## config.mk

```make
export PLATFORM = sky130hd
export DESIGN_NAME = mips_multicycle_ctrl
export DESIGN_NICKNAME = d
export VERILOG_FILES = /design/src/rtl/mips_multicycle_ctrl.sv
export SDC_FILE = /design/constraint.sdc
export NUM_CORES = 1
export LEC_CHECK = 0
export CAP_MARGIN = 20
export CORE_ASPECT_RATIO = 0.8
export CORE_MARGIN = 8
export CORE_UTILIZATION = 59
export CTS_CLUSTER_DIAMETER = 100
export CTS_CLUSTER_SIZE = 30
export DETAILED_ROUTE_END_ITERATION = 10
export DONT_BUFFER_PORTS = 1
export MAX_ROUTING_LAYER = met4
export PLACE_DENSITY = 0.75
export SLEW_MARGIN = 20
export SYNTH_ARGS = -nofsm -noshare
export SYNTH_HDL_FRONTEND = slang
export SYNTH_SLANG_ARGS = --single-unit
```

## constraint.sdc

```tcl
create_clock -name clk -period 2.47 [get_ports clk]
set_clock_uncertainty 0.1 [all_clocks]
set_input_delay 0.247 -clock clk [delete_from_list [all_inputs] [get_ports clk]]
set_output_delay 0.247 -clock clk [all_outputs]
set_load 0.005 [all_outputs]
```

## src/rtl/mips_multicycle_ctrl.sv

```systemverilog
// Moore FSM controller for a multicycle MIPS datapath with a unified memory.
// Sequences each instruction, drives datapath enables/selects and counts retired instructions.
module mips_multicycle_ctrl #(
  parameter bit ENABLE_ADDI = 1'b1,
  parameter bit ENABLE_J    = 1'b1
) (
  input  logic        clk,
  input  logic        reset,
  input  logic [5:0]  op,
  input  logic [5:0]  funct,
  input  logic        zero,
  output logic        iord,
  output logic        memwrite,
  output logic        irwrite,
  output logic        regdst,
  output logic        memtoreg,
  output logic        regwrite,
  output logic        alusrca,
  output logic [1:0]  alusrcb,
  output logic [1:0]  pcsrc,
  output logic        pcen,
  output logic [2:0]  alucontrol,
  output logic        illegal,
  output logic [3:0]  state,
  output logic [31:0] instret
);

  typedef enum logic [3:0] {
    FETCH    = 4'd0,
    DECODE   = 4'd1,
    MEMADR   = 4'd2,
    MEMRD    = 4'd3,
    MEMWB    = 4'd4,
    MEMWR    = 4'd5,
    EXECUTE  = 4'd6,
    ALUWB    = 4'd7,
    BRANCH   = 4'd8,
    ADDIEXEC = 4'd9,
    ADDIWB   = 4'd10,
    JUMP     = 4'd11
  } state_t;

  localparam logic [5:0] OP_RTYPE = 6'b000000;
  localparam logic [5:0] OP_LW    = 6'b100011;
  localparam logic [5:0] OP_SW    = 6'b101011;
  localparam logic [5:0] OP_BEQ   = 6'b000100;
  localparam logic [5:0] OP_ADDI  = 6'b001000;
  localparam logic [5:0] OP_J     = 6'b000010;

  state_t      state_r;
  state_t      state_next;
  state_t      cur;
  logic [31:0] instret_r;
  logic        retire;
  logic        illegal_dec;
  logic        pcwrite;
  logic        branch;
  logic        memwrite_dec;
  logic        irwrite_dec;
  logic        regwrite_dec;
  logic [1:0]  aluop;

  always_ff @(posedge clk) begin
    if (reset) begin
      state_r   <= FETCH;
      instret_r <= 32'd0;
    end else begin
      state_r <= state_next;
      if (retire) begin
        instret_r <= instret_r + 32'd1;
      end
    end
  end

  // Next-state logic; op is only looked at in DECODE and MEMADR.
  always_comb begin
    state_next  = FETCH;
    illegal_dec = 1'b0;
    retire      = 1'b0;
    case (state_r)
      FETCH:  state_next = DECODE;
      DECODE: begin
        case (op)
          OP_LW, OP_SW: state_next = MEMADR;
          OP_RTYPE:     state_next = EXECUTE;
          OP_BEQ:       state_next = BRANCH;
          OP_ADDI: begin
            if (ENABLE_ADDI) state_next = ADDIEXEC;
            else             illegal_dec = 1'b1;
          end
          OP_J: begin
            if (ENABLE_J) state_next = JUMP;
            else          illegal_dec = 1'b1;
          end
          default:      illegal_dec = 1'b1;
        endcase
      end
      MEMADR:   state_next = (op == OP_SW) ? MEMWR : MEMRD;
      MEMRD:    state_next = MEMWB;
      EXECUTE:  state_next = ALUWB;
      ADDIEXEC: state_next = ADDIWB;
      MEMWB, MEMWR, ALUWB, BRANCH, ADDIWB, JUMP: begin
        state_next = FETCH;
        retire     = 1'b1;
      end
      default:  state_next = FETCH;
    endcase
  end

  // While reset is held the outputs present the FETCH decode.
  always_comb begin
    cur = reset ? FETCH : state_r;
  end

  // Moore output decode of the current state.
  always_comb begin
    iord         = 1'b0;
    memwrite_dec = 1'b0;
    irwrite_dec  = 1'b0;
    regdst       = 1'b0;
    memtoreg     = 1'b0;
    regwrite_dec = 1'b0;
    alusrca      = 1'b0;
    alusrcb      = 2'b00;
    pcsrc        = 2'b00;
    pcwrite      = 1'b0;
    branch       = 1'b0;
    aluop        = 2'b00;
    case (cur)
      FETCH: begin
        alusrcb     = 2'b01;
        irwrite_dec = 1'b1;
        pcwrite     = 1'b1;
      end
      DECODE:  alusrcb = 2'b11;
      MEMADR, ADDIEXEC: begin
        alusrca = 1'b1;
        alusrcb = 2'b10;
      end
      MEMRD:   iord = 1'b1;
      MEMWB: begin
        memtoreg     = 1'b1;
        regwrite_dec = 1'b1;
      end
      MEMWR: begin
        iord         = 1'b1;
        memwrite_dec = 1'b1;
      end
      EXECUTE: begin
        alusrca = 1'b1;
        aluop   = 2'b10;
      end
      ALUWB: begin
        regdst       = 1'b1;
        regwrite_dec = 1'b1;
      end
      ADDIWB:  regwrite_dec = 1'b1;
      BRANCH: begin
        alusrca = 1'b1;
        aluop   = 2'b01;
        pcsrc   = 2'b01;
        branch  = 1'b1;
      end
      JUMP: begin
        pcsrc   = 2'b10;
        pcwrite = 1'b1;
      end
      default: aluop = 2'b00;
    endcase
  end

  // ALU decoder.
  always_comb begin
    alucontrol = 3'b010;
    case (aluop)
      2'b00: alucontrol = 3'b010;
      2'b01: alucontrol = 3'b110;
      2'b10: begin
        case (funct)
          6'b100000: alucontrol = 3'b010;
          6'b100010: alucontrol = 3'b110;
          6'b100100: alucontrol = 3'b000;
          6'b100101: alucontrol = 3'b001;
          6'b101010: alucontrol = 3'b111;
          default:   alucontrol = 3'b010;
        endcase
      end
      default: alucontrol = 3'b010;
    endcase
  end

  assign memwrite = memwrite_dec & ~reset;
  assign irwrite  = irwrite_dec & ~reset;
  assign regwrite = regwrite_dec & ~reset;
  assign pcen     = (pcwrite | (branch & zero)) & ~reset;
  assign illegal  = illegal_dec & ~reset;
  assign state    = cur;
  assign instret  = instret_r;

endmodule

```

==> results of run 1 <==
## area by class of cell
cell class	instances	area [sq um]	area share
inverter	11	41.29	0.01766
timing repair buffer	7	55.05	0.02354
clock buffer	7	96.34	0.04120
sequential	36	725.7	0.3103
multi-input combinational	221	1368	0.5848
tap	42	52.55	0.02247
## cell families after synthesis
group,after synthesis,share of synthesized area
muxes,4,0.02078
buffers and inverters,22,0.03926
xor gates and xnor gates,17,0.06871
AOI/OAI and AO/OA,50,0.1455
and+or+nand+nor,146,0.3701
adders and majority gates,4,0.02310
DFF,36,0.3326
## repair_timing
item | in CTS | in global routing
endpoints found under the setup margin | 2 | 2
gates resized for setup | 1 | 3
hold endpoints to repair | 29 | 0
hold buffers | 1 | 0
pin swaps | 0 | 0
cloned | 0 | 0
## state kept, by name, summed over array words and instances (netlist names)
signal / cells
instret: 32
state_r: 4
## worst min-delay path by stage
stage	from	endpoint	slack, ps	cells past startpoint
after CTS	reset	instret[27]$_SDFFE_PP0P_	70	2
after detailed placement	reset	instret[29]$_SDFFE_PP0P_	220	1
final	reset	instret[27]$_SDFFE_PP0P_	70	2
after global placement	reset	instret[24]$_SDFFE_PP0P_	220	1
after floorplan	op[5]	state_r[3]$_SDFF_PP0_	350	3
after global routing	reset	instret[27]$_SDFFE_PP0P_	70	2
## stage by stage
step / instances / total power [W] / utilization
2_1_floorplan: 279 / 0.0006450 / -
3_3_place_gp: 316 / 0.0006474 / 0.6399
3_5_place_dp: 316 / 0.0006477 / 0.6399
4_1_cts: 324 / 0.001095 / 0.6709
5_1_grt: 324 / 0.001122 / 0.6738
6_report: 324 / 0.001084 / 0.6738
## worst reg2reg max path: stages (launching register included)
cell and delay, ps:
dfxtp_1 440, nand2b_1 300, o2bb2ai_4 180, nand4_2 310, or4_1 500, a21oi_1 150
## power groups by stage
stage          clock network [W]  registers, W  logic [W]
6_report                0.000442      0.000586  0.0000563
4_1_cts                 0.000452      0.000587  0.0000562
3_5_place_dp                   0      0.000600  0.0000476
5_1_grt                 0.000474      0.000586  0.0000616
2_1_floorplan                  0      0.000598  0.0000469
3_3_place_gp                   0      0.000600  0.0000473
## placed cells by master, fill, tap and decap left out, types with 2 or more instances in the layout
cell type | Yosys | layout
dfxtp_1 | 36 | 34
nor2_1 | 32 | 32
a21oi_1 | 20 | 20
nand2_1 | 19 | 19
nand3_1 | 16 | 16
o21ai_0 | 15 | 15
xor2_1 | 12 | 12
inv_1 | 11 | 11
nor3_1 | 9 | 9
and3_1 | 9 | 9
nand4_1 | 9 | 9
nor4_1 | 9 | 8
or4_1 | 7 | 7
or3_1 | 7 | 7
clkbuf_8 | 0 | 7
nor2b_1 | 6 | 6
nand2b_1 | 6 | 6
buf_4 | 0 | 6
xnor2_1 | 5 | 5
o31ai_1 | 5 | 5
ha_1 | 4 | 4
or2_2 | 3 | 3
mux2_1 | 3 | 3
nor4b_1 | 2 | 2
and4_4 | 2 | 2
nand4_2 | 2 | 2
and2_1 | 2 | 2
## layer usage
layer / vias to the layer above / share of wire / track usage
li1: 1009 / - / -
met1: 936 / 0.46 / 0.2202
met2: 50 / 0.46 / 0.2549
met3: 4 / 0.069 / 0.04983
met4: 0 / 0.0048 / 0.04589
met5: - / 0 / -
==> key figures, run 1 <==
Die
  • # IOs: 67
  • Chip width: 83.76 um
  • Die Span Y: 70.21 um
  • CORE AREA: 0.003471 sq mm
  • Row count: 19
  • Die area: 0.005880 sq mm
  • Initial core utilization: 0.6244

Critical path
  • Slowest cell on crit path: dfxtp_1
  • Worst Path Arrival: 1950 ps
  • Critical path startpoint: state_r[0]$_SDFF_PP0_
  • WP data required: 2120 ps
  • Crit. End Element: primary output
  • Kind of critical path: reg2out
  • Reg2reg end: instret[16]$_SDFFE_PP0P_
  • CP endpoint: alucontrol[0]
  • Flop2flop setup slack: 430 ps
  • CP startpoint kind: flip-flop
  • Bufs and invs on worst path: 4
  • Crit path max fanout: 10
  • CP Cell Sequence: buf_4, nor4_1, buf_4, inv_1, ha_1, inv_1, nor4_2, a32o_1
  • Top delay family on crit path: buffers and inverters
  • WP depth: 8
  • Worst reg2reg path startpoint: state_r[1]$_SDFF_PP0_
  • Worst R2R Path Depth: 5
  • Max incr delay on CP: 440 ps

Cells and area
  • Area Overhead vs Synth: 7.910%
  • Layout cells sized above 1: 0.1028
  • Layout fillers: 289
  • # diodes: 0
  • Final Cell Area: 0.002338 sq mm
  • Nets: 301

Clock tree
  • Reg clk slew, reported paths: 70 ps
  • Worst-Skew Late Latency: 280 ps
  • CTS tree: yes
  • H-tree depth: 2
  • Clock tree buffer depth: 2
  • Post-CTS Setup Bufs: 0
  • Num CTS Buffers: 5
  • Root Buffer Master: clkbuf_8
  • CTS Sinks: 36

STA
  • Fin. max-slew vios: 0
  • Fin worst setup slack: 172.0 ps
  • Min Hold Slack: 71.43 ps
  • Final setup vio count: 0
  • RSZ-0062 raised after global routing: false
  • Relative slew slack: 0.2666
  • Tmin final: 2298 ps
  • Period utilisation layout: 0.9304
  • Setup tns final: 0 ps
  • Tightest Pin Transition: 1097 ps
  • Hold Violations, Final: 0
  • Highest clock rate: 435.2 MHz

Yosys
  • Ys async rst share: 0
  • Synth cell types: 44
  • Flops & latches, synth: 36
  • Yosys top cell area share: 0.3326
  • Most common cell in the synthesized netlist: dfxtp_1
  • Cells after Synth: 279
  • Synth top area cells: dfxtp_1, nor2_1, xor2_1
  • Synthesized Nets: 298
  • Main flop type after synthesis: dfxtp_1
  • Post-synth EDFFs: 0
  • YS warnings: 0
  • Most frequent cells after synthesis: dfxtp_1, nor2_1, a21oi_1
  • Register area share after synthesis: 0.3326
  • Top cell type by total area after synthesis: dfxtp_1
  • Mapped Area: 0.002167 sq mm
  • Syn_area_per_cell: 7.767 sq um

GRT
  • Initial antenna violation count: 0
  • Global-route wire length before repair: 8514 um
  • Largest net degree at the start of global routing: 30
  • Vias in the first global route: 1,786
  • Remaining Overflow, GRT: 0
  • Total track usage: 0.1713

Placed design
  • I/O Buffers: 0
  • Placed wire-length estimate: 3904 um
  • Place WS: 305.2 ps
  • Routability cong.: 0.8747
  • DP Area: 0.002221 sq mm

Power and ir drop
  • Switch Pwr: 0.0002332 W
  • Seq pwr share: 0.540
  • Leakage: 0.8313 nW
  • P_int: 0.0008512 W
  • Switching Share: 0.2151
  • Power per cell area: 463.7 mW/mm^2
  • Peak VDD IR: 357.8 uV
  • Gate power share: 0.052
  • Clock share of power: 0.408

Detailed routing
  • Via count: 1,999
  • First-pass detailed-route iteration total: 4
  • DRT iter0 DRCs: 100
  • Final routed DRC violation total: 0
  • Routed wire per std cell: 16.12 um
  • ANT nets after route: 0
  • DR vias/cell: 6.170
  • Post-Route WL: 5223 um

Hold path
  • Hold Crit Class: in2reg

Run
  • Max-cap violations: 0

Status
  • Status: completed
Note: power is estimated with default switching activity, not from simulation.
==> inputs of run 2 (changes only) <==
CTS_CLUSTER_SIZE = default   (was 30)
==> results of run 2 <==
Same layout as run 1: the final DEF is identical, and so are final timing and power.
==> RTL edit 1: new RTL, settings of run 2 <==
Register the inputs `op`, `funct` and `zero` before use, with the module's reset. The logic sees them one clock later.
--- a/src/rtl/mips_multicycle_ctrl.sv
+++ b/src/rtl/mips_multicycle_ctrl.sv
@@ -47,6 +47,22 @@
   localparam logic [5:0] OP_ADDI  = 6'b001000;
   localparam logic [5:0] OP_J     = 6'b000010;
 
+  logic [5:0] op_q;
+  logic [5:0] funct_q;
+  logic zero_q;
+
+  always_ff @(posedge clk) begin
+    if (reset) begin
+      op_q    <= '0;
+      funct_q <= '0;
+      zero_q  <= '0;
+    end else begin
+      op_q    <= op;
+      funct_q <= funct;
+      zero_q  <= zero;
+    end
+  end
+
   state_t      state_r;
   state_t      state_next;
   state_t      cur;
@@ -80,7 +96,7 @@
     case (state_r)
       FETCH:  state_next = DECODE;
       DECODE: begin
-        case (op)
+        case (op_q)
           OP_LW, OP_SW: state_next = MEMADR;
           OP_RTYPE:     state_next = EXECUTE;
           OP_BEQ:       state_next = BRANCH;
@@ -95,7 +111,7 @@
           default:      illegal_dec = 1'b1;
         endcase
       end
-      MEMADR:   state_next = (op == OP_SW) ? MEMWR : MEMRD;
+      MEMADR:   state_next = (op_q == OP_SW) ? MEMWR : MEMRD;
       MEMRD:    state_next = MEMWB;
       EXECUTE:  state_next = ALUWB;
       ADDIEXEC: state_next = ADDIWB;
@@ -176,7 +192,7 @@
       2'b00: alucontrol = 3'b010;
       2'b01: alucontrol = 3'b110;
       2'b10: begin
-        case (funct)
+        case (funct_q)
           6'b100000: alucontrol = 3'b010;
           6'b100010: alucontrol = 3'b110;
           6'b100100: alucontrol = 3'b000;
@@ -192,7 +208,7 @@
   assign memwrite = memwrite_dec & ~reset;
   assign irwrite  = irwrite_dec & ~reset;
   assign regwrite = regwrite_dec & ~reset;
-  assign pcen     = (pcwrite | (branch & zero)) & ~reset;
+  assign pcen     = (pcwrite | (branch & zero_q)) & ~reset;
   assign illegal  = illegal_dec & ~reset;
   assign state    = cur;
   assign instret  = instret_r;
Formal check against the unedited RTL: not equivalent (a bounded check fails within 4 cycles, from zero or initial values and one cycle with reset high).
==> RTL edit 1 against run 2 <==
Worst setup slack improved by 0.035 ns. Die area is 14% higher. Via count up 15%. Sequential cell count up 13. Worst hold slack got worse by 0.048 ns. Synthesized area grew 18%. Design area is 26% higher. Critical path type unchanged. Routed wire length increased by 21%. Register-to-register slack gained 0.03 ns.
Power is not compared: it rests on default switching activity, and its combinational part moved more than twofold at a synthesized area within 25%.
==> RTL edit 1: results (changes against run 2) <==
Via-to-Cell Ratio 5.96 (was 6.17); worst reg2reg path endpoint instret[29] (was instret[16]); vias in the first global route 2155 (was 1786); outcome finished, final reports clean (unchanged); initial drt markers 151 (was 100); Max VDD drop 0.000442 V; crit path launch state_r[3] (was state_r[0]); gp weighted congestion 0.855 (was 0.875); Synth Flop Type dfxtp_1 (unchanged); reg2reg start instret[4] (was state_r[1]); share of cells above drive strength 1 0.116 (was 0.103); R2R Setup Slk 0.46 ns (was 0.43 ns); drt wl/cell 16.4 um (was 16.1 um); top cells by area, synth dfxtp_1 38%, nor2_1 5.9%, xnor2_1 5.5% (was dfxtp_1 33%, nor2_1 5.5%, xor2_1 4.8%); Worst-path clk slew 0.09 ns (was 0.07 ns); WHS Endpoint instret[22] (was instret[27]); worst skew pair latency 0.30 ns (was 0.28 ns); Final HPWL DP 4250 um (was 3900 um); number of distinct library cells after synthesis 47 (was 44); Post-synth top cells 49 x dfxtp_1, 40 x nor2_1, 20 x nor2b_1 (was 36 x dfxtp_1, 32 x nor2_1, 20 x a21oi_1); CP arrival 1.92 ns (was 1.95 ns); largest net degree at the start of global routing 47 (was 30); fillers 334 (was 289); first-pass GRT wire length 10400 um (was 8510 um); Hold Path Stages 2 (unchanged); Synthesized Nets 328 (was 298); slew margin rel. 0.627 (was 0.267); Seq/Total Area, Yosys 0.384 (was 0.333)
RTL edit 1: worst max-delay path by stage:
stage	to	cells past startpoint
6_report	alucontrol[0]	7
3_5_place_dp	alucontrol[0]	7
2_1_floorplan	alucontrol[0]	8
3_3_place_gp	alucontrol[2]	8
4_1_cts	alucontrol[0]	6
5_1_grt	alucontrol[2]	9
RTL edit 1: repair_timing:
action                                  CTS  global route
cloned                                    0             0
hold buffers                             15             1
hold endpoints to repair                 46             1
resized for setup                         1             6
endpoints found under the setup margin    2             2
buffers inserted                          0             0
RTL edit 1: layout make-up:
cell class,count,area share
Clock inverter,2,0.0119
Tap cell,57,0.0242
Inverter,6,0.00764
Clock buffer,5,0.0233
Timing Repair Buffer,27,0.0857
Multi-Input combinational cell,238,0.513
Sequential cell,49,0.334
RTL edit 1: report_power, final:
group / internal (W) / leakage, nW / switching [W] / total, W
Clock: 0.000294 / 0.0540 / 0.000257 / 0.000551
Combinational: 0.0000622 / 0.548 / 0.0000717 / 0.000134
Sequential: 0.000806 / 0.400 / 0.0000210 / 0.000827
RTL edit 1: cells by family after synthesis:
group	after synthesis	synth area share
simple gates	172	0.386
fa+ha+maj	4	0.0196
buf+inv	22	0.0338
xor+xnor	24	0.0822
compound gates	38	0.0944
flops	49	0.384
RTL edit 1: critical path, cell delays in order (launching register included):
cell	delay [ns]
dfxtp_1	0.33
nor2b_1	0.30
nor4b_2	0.30
inv_1	0.10
ha_1	0.23
inv_1	0.08
nor4_2	0.05
a32o_1	0.22
RTL edit 1: metal layers:
metal  vias up  track usage  part of all wire
li1       1135            -                 -
met1      1076        0.260              0.47
met2        73        0.300              0.45
met3         6       0.0709             0.073
met4         0       0.0533            0.0078
met5         -            -                 0
RTL edit 1: through the flow:
step / worst slack, ns / area [um2] / utilization / std cells / hold WS [ns]
after detailed placement: 0.323 / 2650 / 0.635 / 361 / 0.227
after global placement: 0.412 / 2650 / 0.635 / 361 / 0.224
final: 0.207 / 2950 / 0.706 / 384 / 0.0230
after CTS: 0.0333 / 2920 / 0.699 / 383 / 0.00582
after floorplan: 0.426 / 2560 / - / 309 / 0.275
after global routing: 0.0215 / 2950 / 0.706 / 384 / 0.0245
==> RTL edit 2: new RTL, config.mk and constraints of run 2 <==
Without the edit above. Set the parameter `ENABLE_ADDI` to 1'b0 (it was 1'b1).
--- a/src/rtl/mips_multicycle_ctrl.sv
+++ b/src/rtl/mips_multicycle_ctrl.sv
@@ -1,7 +1,7 @@
 // Moore FSM controller for a multicycle MIPS datapath with a unified memory.
 // Sequences each instruction, drives datapath enables/selects and counts retired instructions.
 module mips_multicycle_ctrl #(
-  parameter bit ENABLE_ADDI = 1'b1,
+  parameter bit ENABLE_ADDI = 1'b0,
   parameter bit ENABLE_J    = 1'b1
 ) (
   input  logic        clk,
Formal check against the unedited RTL: not equivalent (a bounded check fails within 4 cycles, from zero or initial values and one cycle with reset high).
==> RTL edit 2 against run 2 <==
Critical path depth did not move. Worst setup slack improved by 0.056 ns. Die area fell by 0.59%. Sequential cell count did not move. Final cell count fell by 1.9%. First-iteration DRC count rose by 59%. Routed wire length fell by 2.8%. Design area rose by 0.64%. Total power fell by 2.3%. Synthesized area fell by 0.75%. Combinational power fell by 11%. Clock power fell by 4.5%. Critical path type unchanged.
==> RTL edit 2: results (changes against run 2) <==
outcome finished, final reports clean (unchanged); largest net degree at the start of global routing 34 (was 30); Final HPWL DP 3690 um (was 3900 um); crit-path max cell delay 0.39 ns (was 0.44 ns); GR Util All Layers 0.177 (was 0.171); Max VDD drop 0.000329 V (was 0.000358 V); drt wl/cell 16.0 um (was 16.1 um); first-pass GRT wire length 8640 um (was 8510 um); fillers 313 (was 289); top cells by area, synth dfxtp_1 34%, a21oi_1 5.4%, nor2_1 4.7% (was dfxtp_1 33%, nor2_1 5.5%, xor2_1 4.8%); gp weighted congestion 0.821 (was 0.875); Slew @ Worst Pin 0.527 ns (was 1.10 ns); LEAKAGE 0.722 nW (was 0.831 nW); Synthesized Nets 292 (was 298); share of cells above drive strength 1 0.116 (was 0.103); clk buf depth 2 (unchanged); TritonCTS Buffers 5 (unchanged); Synth warnings 0 (unchanged); Post-synth top cells 36 x dfxtp_1, 27 x nor2_1, 23 x a21oi_1 (was 36 x dfxtp_1, 32 x nor2_1, 20 x a21oi_1); initial drt markers 159 (was 100); crit path max fanout 12 (was 10); vias in the first global route 1782 (was 1786); family with the most delay on the worst path simple AND/OR/NAND/NOR gates (was buffers and inverters); detailed-route via count 1978 (was 1999); CP arrival 1.89 ns (was 1.95 ns); Seq/Total Area, Yosys 0.335 (was 0.333); max FFs per register 32 (unchanged); Max stage delay cell, worst path dfxtp_2 (was dfxtp_1)
RTL edit 2: changes by cell type after synthesis, sizes merged, moves of 5 or more:
| cell | before | now |
|---|---|---|
| o211ai | 0 | 5 |
| o2111ai | 0 | 5 |
| nor2 | 33 | 27 |
| and3 | 10 | 0 |
| o21ai | 15 | 20 |
| nand3 | 16 | 6 |
| or3 | 7 | 14 |
RTL edit 2: cell type report:
type,instances,area [um2],share of cell area
clock buffer,8,90.1,0.0383
inverter,9,33.8,0.0144
multi-input combinational,213,1360,0.579
sequential,36,723,0.307
tap,42,52.6,0.0223
timing repair buffer,10,90.1,0.0383
RTL edit 2: cell families after synthesis:
logic type | after synthesis | synth area share
buffers and inverters | 24 | 0.0489
XOR/XNOR | 16 | 0.0652
adder cells (fa/ha/maj) | 4 | 0.0233
AO/OA/AOI/OAI | 68 | 0.206
AND/OR/NAND/NOR | 125 | 0.322
flip-flops | 36 | 0.335
RTL edit 2: stage by stage:
stage | worst slack, ns | std cells | instance area (um2) | hold slack (ns)
global route | 0.0853 | 318 | 2350 | 0.0379
detailed placement | 0.298 | 308 | 2190 | 0.223
CTS | 0.0312 | 317 | 2310 | 0.00487
floorplan | 0.389 | 273 | 2150 | 0.294
finish | 0.228 | 318 | 2350 | 0.0380
global placement | 0.333 | 308 | 2190 | 0.221
RTL edit 2: final timing paths:
kind | slack (ns) | start | depth (start not counted) | endpoint
max reg2reg | 0.38 | instret[12] | 5 | instret[28]
max | 0.23 | state_r[0] | 8 | alucontrol[0]
min reg2reg | 0.41 | instret[31] | 2 | instret[31]
min | 0.04 | reset | 3 | state_r[0]
RTL edit 2: what timing repair did:
item	4_1_cts	5_1_grt
pin swaps	0	0
endpoints found under the setup margin	1	2
resized for setup	1	7
hold endpoints to repair	33	1
hold buffers	1	1
RTL edit 2: tightest hold or removal path, delay by kind of cell:
kind | cells | cell delay, ns
AO/OA/AOI/OAI | 1 | 0.03
AND/OR/NAND/NOR | 2 | 0.10
RTL edit 2: metal layers:
metal / vias up / share of wire / track usage
met4: 0 / 0.017 / 0.0746
met1: 904 / 0.50 / 0.235
met5: - / 0 / -
met3: 9 / 0.077 / 0.0637
li1: 1004 / - / -
met2: 61 / 0.41 / 0.234
RTL edit 2: report_power, final:
part           internal (W)  switching [W]
registers          0.000583     0.00000536
clock network      0.000227       0.000195
logic             0.0000218      0.0000285
